===== src/rtl/cpu_types_pkg.sv =====
// Shared CPU types: RAM handshake state, machine word, and arbiter FSM states.
package cpu_types_pkg;

    typedef logic [31:0] word_t;

    typedef enum logic [1:0] {
        FREE   = 2'd0,
        BUSY   = 2'd1,
        ACCESS = 2'd2,
        ERROR  = 2'd3
    } ramstate_t;

    typedef enum logic [1:0] {
        IDLE = 2'd0,
        IACC = 2'd1,
        DACC = 2'd2
    } arb_state_t;

endpackage


===== src/rtl/memory_arbiter.sv =====
// Single-port RAM arbiter between icache and dcache.
// One transaction in flight; dcache wins ties unless the icache has been
// passed over STARVE_MAX times in a row. Outputs are decoded from the
// registered state plus the live RAM handshake so completion is signalled
// in the same cycle the RAM reports ACCESS.
// Optional: define MEMORY_ARBITER_STATS_EN to add icount/dcount completion
// counters.
module memory_arbiter
    import cpu_types_pkg::*;
#(
    parameter int unsigned STARVE_MAX = 4   // must fit the 3-bit counter
) (
    input  logic      CLK,
    input  logic      nRST,
    input  logic      iREN,
    input  word_t     iaddr,
    input  logic      dREN,
    input  logic      dWEN,
    input  word_t     daddr,
    input  word_t     dstore,
    output logic      iwait,
    output logic      dwait,
    output word_t     iload,
    output word_t     dload,
    output logic      ramREN,
    output logic      ramWEN,
    output word_t     ramaddr,
    output word_t     ramstore,
    input  word_t     ramload,
    input  ramstate_t ramstate
`ifdef MEMORY_ARBITER_STATS_EN
    ,
    output word_t     icount,
    output word_t     dcount
`endif
);

    arb_state_t r_state;
    logic [2:0] r_starve;

    logic w_dreq;
    logic w_starved;
    logic w_idone;
    logic w_ddone;

    assign w_dreq    = dREN | dWEN;
    assign w_starved = (r_starve == 3'(STARVE_MAX));
    assign w_idone   = (r_state == IACC) && iREN   && (ramstate == ACCESS);
    assign w_ddone   = (r_state == DACC) && w_dreq && (ramstate == ACCESS);

    // Arbitration FSM and icache starvation counter.
    always_ff @(posedge CLK or negedge nRST) begin
        if (!nRST) begin
            r_state  <= IDLE;
            r_starve <= '0;
        end else begin
            case (r_state)
                IDLE: begin
                    if (!iREN)
                        r_starve <= '0;
                    if (w_dreq && !(iREN && w_starved)) begin
                        r_state <= DACC;
                        // never increments past STARVE_MAX: a starved icache wins
                        if (iREN)
                            r_starve <= r_starve + 3'd1;
                    end else if (iREN) begin
                        r_state  <= IACC;
                        r_starve <= '0;
                    end
                end
                // drop of request, completion or RAM error all end the access
                IACC: if (!iREN || ramstate == ACCESS || ramstate == ERROR)
                          r_state <= IDLE;
                DACC: if (!w_dreq || ramstate == ACCESS || ramstate == ERROR)
                          r_state <= IDLE;
                default:  r_state <= IDLE;
            endcase
        end
    end

    // RAM strobes and cache responses decoded from the current grant.
    always_comb begin
        iwait    = 1'b1;
        dwait    = 1'b1;
        iload    = '0;
        dload    = '0;
        ramREN   = 1'b0;
        ramWEN   = 1'b0;
        ramaddr  = '0;
        ramstore = '0;
        case (r_state)
            IACC: begin
                ramREN  = 1'b1;
                ramaddr = iaddr;
                if (w_idone) begin
                    iwait = 1'b0;
                    iload = ramload;
                end
            end
            DACC: begin
                ramaddr  = daddr;
                ramstore = dstore;
                ramWEN   = dWEN;
                ramREN   = dREN & ~dWEN;   // read+write together is a write
                if (w_ddone) begin
                    dwait = 1'b0;
                    dload = dWEN ? '0 : ramload;
                end
            end
            default: ;
        endcase
    end

`ifdef MEMORY_ARBITER_STATS_EN
    // Completed-transaction counters, free-running with natural wrap.
    always_ff @(posedge CLK or negedge nRST) begin
        if (!nRST) begin
            icount <= '0;
            dcount <= '0;
        end else begin
            if (w_idone) icount <= icount + 32'd1;
            if (w_ddone) dcount <= dcount + 32'd1;
        end
    end
`endif

endmodule


===== config.mk =====
export PLATFORM = sky130hd
export DESIGN_NAME = memory_arbiter
export DESIGN_NICKNAME = d
export VERILOG_FILES = /design/src/rtl/cpu_types_pkg.sv /design/src/rtl/memory_arbiter.sv
export SDC_FILE = /design/constraint.sdc
export NUM_CORES = 1
export LEC_CHECK = 0
export ABC_AREA = 1
export CAP_MARGIN = 10
export CELL_PAD_IN_SITES_DETAIL_PLACEMENT = 2
export CELL_PAD_IN_SITES_GLOBAL_PLACEMENT = 2
export CORE_MARGIN = 5
export CORE_UTILIZATION = 10
export DETAILED_ROUTE_END_ITERATION = 7
export MAX_ROUTING_LAYER = met4
export PLACE_DENSITY_LB_ADDON = 0.1
export SETUP_SLACK_MARGIN = 0.3
export SLEW_MARGIN = 0
export SYNTH_ARGS = -nofsm -noshare
export SYNTH_HDL_FRONTEND = slang
export SYNTH_SLANG_ARGS = --single-unit

===== constraint.sdc =====
create_clock -name CLK -period 1.6 [get_ports CLK]
set_input_delay 0.32 -clock CLK [delete_from_list [all_inputs] [get_ports CLK]]
set_output_delay 0.32 -clock CLK [all_outputs]
set_load 0.01 [all_outputs]

==> flow_summary.yaml <==
status:
  outcome: "finished with violations"
  violations: "negative setup slack"
synth:
  netlist_instances: 330
  synth_area_sq_um: 1509
  synth-seq-cells: 5
  avgSynthCellArea_sq_um: 4.573
  yosys_warnings: 0
  yosysSeqAreaShare_pct: 8.292
  syn-num-nets: 470
  ys_types: 20
clock_network:
  cts_hold_buffers: 0
  cts_tree: "built"
  cts_sinks: 5
  cts_root_buf: "clkbuf_16"
  htree_levels: 1
  clk_path_buf_depth: 2
  clk_pin_slew_worst_paths_ps: 30
  cts_made_buffers: 3
  clkLatencyLatePin_ps: 220
critical_path:
  cp_cell_sequence: "inv_2, ha_4, nand3_4, buf_6, buf_12, buf_16, nor2_4, buf_6"
  endpoint: "iload[10]"
  crit_type: "reg -> out"
  r2r_slack_ps: -180
  worst_path_largest_cell_delay_ps: 410
  start_kind: "register"
  worstPathMaxFanout: 7
  critPathLaunch: "r_state[1]"
  cp.arrival_ps: 1700
  crit_slowest_cell: "dfrtp_1"
  rr_worst_depth: 12
  cp_common_cell: "buf_6"
  r2r-start: "r_state[0]"
  required_ps: 1280
  worstSetupEndpointType: "output port"
  reg2reg_to: "r_state[0]"
route:
  wl_microns: 18480
  routed-via-count: 3525
  first_pass_iters: 2
  wl_per_cell_microns: 21.29
  drtAntennaViolNets: 0
  drc: 0
  vias_per_cell: 4.061
  first_iter_violations: 72
power:
  p_leak_uw: 0.003374
  power_density_nw_per_um2: 1112
  peakVddDrop_uv: 819.2
global_routing:
  grt_first_pass_wirelength_microns: 24300
  use_met1_pct: 18.19
  grt-ovfl-total: 0
  grt_max_degree: 18
  grtUsageTotal_pct: 18.16
  antenna_found_initial: 2
  grt_use_met3_pct: 3.460
  grt_pass1_vias: 3918
  grt_busiest_layer: "met2"
  grt_use_met2_pct: 36.77
placement:
  gp_congestion: 0.7436
  post-place-cells: 784
  pre_cts_ws_ps: -750.8
  port_buffers: 266
  hpwl_microns: 11520
timing:
  setup_violations: 134
  rsz0062_at_grt: "yes"
  relSlewSlack_pct: 83.76
  skew_ps: 1.261
  worst_pin_slew_ps: 243.4
  finalHoldViolCount: 0
  clock.fmax_mhz: 494.0
  period_needed_ps: 2024
  drv_slew: 0
  finalWorstSetupSlack_ps: -424.4
  final.period_utilization_pct: 126.5
  finalSetupTns_ps: -44720
floorplanning:
  floorplan.io_pins: 267
  dieArea_sq_um: 17650
  core_area_sq_um: 14980
  die_y_microns: 132.8
  initial_utilization_pct: 10.08
  num_rows: 45
  die_w_microns: 132.8
layout:
  final_cell_mix: "buf_6, clkdlybuf4s50_1, nor2_4"
  final-instance-count-excl-fill: 868
  drive_gt1_share_pct: 68.29
  syn_to_final_growth_pct: 367.1
  final_common_cell: "buf_6"
  final_nets: 819
worst_hold_path:
  hp-class: "in -> async"
job:
  maxCapViolations: 0
## synthesized netlist by cell type
cell	number	area, sq um
nor2_1	66	247.7
nor2_4	1	11.26
o21ai_0	2	10.01
nand2_2	1	6.260
xnor2_1	1	8.760
nand4_2	1	12.51
ha_1	5	62.56
dfrtp_1	5	125.1
inv_2	2	7.510
nand2_1	110	412.9
buf_2	14	70.07
a31oi_1	1	6.260
nand3_1	5	25.02
o21ai_1	2	10.01
buf_1	3	11.26
nand3_2	1	10.01
nor2_2	1	6.260
inv_1	72	270.3
buf_4	4	30.03
a21oi_1	33	165.2
## how the worst min path moves through the flow
stage                     slack, ps     endpoint
after CTS                       310  r_starve[0]
after global placement          490  r_starve[0]
after global routing            320  r_starve[0]
after floorplan                  20  r_starve[0]
after detailed placement        510  r_starve[0]
final                           310  r_starve[2]
## sequential cells by signal (all words and copies together), names as in the netlist
register / cells
r_starve: 3
r_state: 2
## power by group
| part | internal (uW) | leakage [uW] | switching, uW |
|---|---|---|---|
| Combinational | 3960 | 0.00327 | 3260 |
| Clock | 329 | 0.0000382 | 73.9 |
| Sequential | 172 | 0.0000646 | 48.1 |
| Total | 4460 | 0.00337 | 3380 |
## routing by layer
| metal | vias to the layer above | routed length [microns] |
|---|---|---|
| met5 | - | 0 |
| met4 | 0 | 550 |
| met3 | 26 | 853 |
| met2 | 142 | 10800 |
| met1 | 1702 | 6282 |
| li1 | 1655 | - |
## final cells by class
type,instances,area (sq um)
timing repair buffer,365,4233
inverter,74,287.8
sequential,5,126.4
multi-input combinational,230,2082
clock buffer,4,78.83
fill,1578,7929
tap,188,235.2
antenna,2,5.005
## worst max-delay path, delay by kind of cell (launching register included)
kind          cells  cell delay, ps
flops             1             410
buf+inv           5             660
fa+ha+maj         1             150
simple gates      2             260
## kinds of logic (layout without fill, tap and decap cells)
| family | Yosys count | after routing | synth area share [%] |
|---|---|---|---|
| flip-flops | 5 | 5 | 8.292 |
| XOR/XNOR | 1 | 1 | 0.5805 |
| other | 0 | 2 | 0 |
| buffers and inverters | 95 | 443 | 25.79 |
| adder cells (fa/ha/maj) | 5 | 5 | 4.146 |
| AND/OR/NAND/NOR | 186 | 186 | 48.51 |
| AO/OA/AOI/OAI | 38 | 38 | 12.69 |
## through the flow
| step | utilization (%) | power [uW] | cell area (sq um) | hold slack (ps) |
|---|---|---|---|---|
| 6_report | 47.06 | 7841 | 7048 | 307.1 |
| 3_3_place_gp | 32.72 | 4186 | 4900 | 494.9 |
| 3_5_place_dp | 32.72 | 4288 | 4900 | 513.2 |
| 2_1_floorplan | - | 2266 | 1983 | 24.41 |
| 4_1_cts | 41.36 | 6848 | 6195 | 311.0 |
| 5_1_grt | 47.06 | 8311 | 7048 | 324.6 |
## repair_timing
action                     in CTS  in global routing
setup buffers                  44                 14
gates cloned                   15                  5
pin swaps                      19                 29
setup endpoints to repair     137                137
gates resized for setup       771                154
No activity file was read; power rests on OpenSTA's default activity.
==> RTL change (same settings) <==
The 3 states of `arb_state_t` get a one-hot encoding in 3 bits.
--- a/src/rtl/cpu_types_pkg.sv
+++ b/src/rtl/cpu_types_pkg.sv
@@ -11,8 +11,8 @@
     } ramstate_t;
 
-    typedef enum logic [1:0] {
-        IDLE = 2'd0,
-        IACC = 2'd1,
-        DACC = 2'd2
+    typedef enum logic [2:0] {
+        IDLE = 3'b001,
+        IACC = 3'b010,
+        DACC = 3'b100
     } arb_state_t;
 
Check against the original RTL: no difference found for any inputs over 10 cycles, from zero or initial values and one cycle with nRST low; not proved beyond that.
==> RTL change against the unedited design <==
- the run still ends with setup timing left
- area after synthesis is 2.9% lower
- design area decreased by 18%
- maximum frequency rose by 2.0%
- first-iteration DRC count is 49% lower
- worst setup slack gained 0.039 ns
- wire length is 20% lower
- sequential cell count grew 1
- via count decreased by 14%
- final cell count fell by 11%
- hold slack improved by 0.032 ns
- largest cell class unchanged
Power is not compared: it rests on default switching activity, and its combinational part moved more than twofold at a synthesized area within 25%.
==> RTL change: results (changes against the unedited design) <==
setup_path:
  reg2reg_slack_ns: 0.24  # +0.42 ns
  reg2regPathDepth: 7  # -5
  crit_path_top_delay_cell: "dfstp_2"
  arrival_ns: 1.67  # -0.03 ns
synth:
  synth_adder_area_share: 0.0171  # -0.0244
  synthTopCellsByArea: "a22o_1 (19%), inv_1 (19%), nor2_1 (18%), nor2_2 (13%), dfrtp_1 (8.5%)"
  synth_seq_cells: 6  # +1
  synth-compound-area-share: 0.214  # +0.0875
grt:
  grt_pass1_vias: 3399  # -13%
  antenna_found_initial: 5  # +3
  grt_use_met2: 0.296  # -0.0717
  grt_max_degree: 33  # +15
  use_met3: 0.0427  # +0.00808
cells_and_area:
  reg_top3: "r_starve x3, r_state x3"
  fin_cells: 774  # -11%
  multi_input_area_share: 0.265  # -0.0301
  sh_seq_area: 0.0261  # +0.00813
  final_layout_size_suffix_gt1_frac: 0.537  # -0.146
  bufAreaShareNonClock: 0.604  # +0.00301
  final-clk-cell-share: 0.0136  # +0.00238
  num-multi-input-gates: 169  # -27%
detailed_routing:
  drt_iter0_markers: 37  # -49%
  wire_per_inst_um: 19.2  # -9.8%
  drtPass1Iterations: 4  # +2
  avgViaCountPerCell: 3.93  # -3.3%
clocking:
  cts_resized: 585  # -24%
sta:
  setup_viol: 132  # -1.5%
  setup_slack_ns: -0.385  # +0.0390 ns
status:
  violations: "setup timing"
  outcome: "finished, violations left"
place:
  place_congestion: 0.730  # -1.9%
  placedInstanceArea_sq_um: 4660  # -4.8%
floorplan:
  nWellTaps: 184  # -2.1%
## RTL change: changes by cell type after synthesis, moves of 3 or more
cell / unedited run / this run
buf_4: 4 / 0
nor2_1: 66 / 72
a21oi_1: 33 / 0
buf_6: 0 / 3
nand2_1: 110 / 15
nor2_2: 1 / 31
a22o_1: 0 / 32
buf_2: 14 / 9
ha_1: 5 / 2
## RTL change: how the worst min path moves through the flow
stage                                       start                       to  cells after the start
after floorplan                              nRST  r_starve[0]$_DFFE_PN0P_                      0
final                                        nRST  r_starve[1]$_DFFE_PN0P_                      1
after detailed placement  r_starve[0]$_DFFE_PN0P_  r_starve[0]$_DFFE_PN0P_                      1
after CTS                                    nRST  r_starve[0]$_DFFE_PN0P_                      1
after global routing                         nRST  r_starve[1]$_DFFE_PN0P_                      1
after global placement    r_starve[0]$_DFFE_PN0P_  r_starve[0]$_DFFE_PN0P_                      1
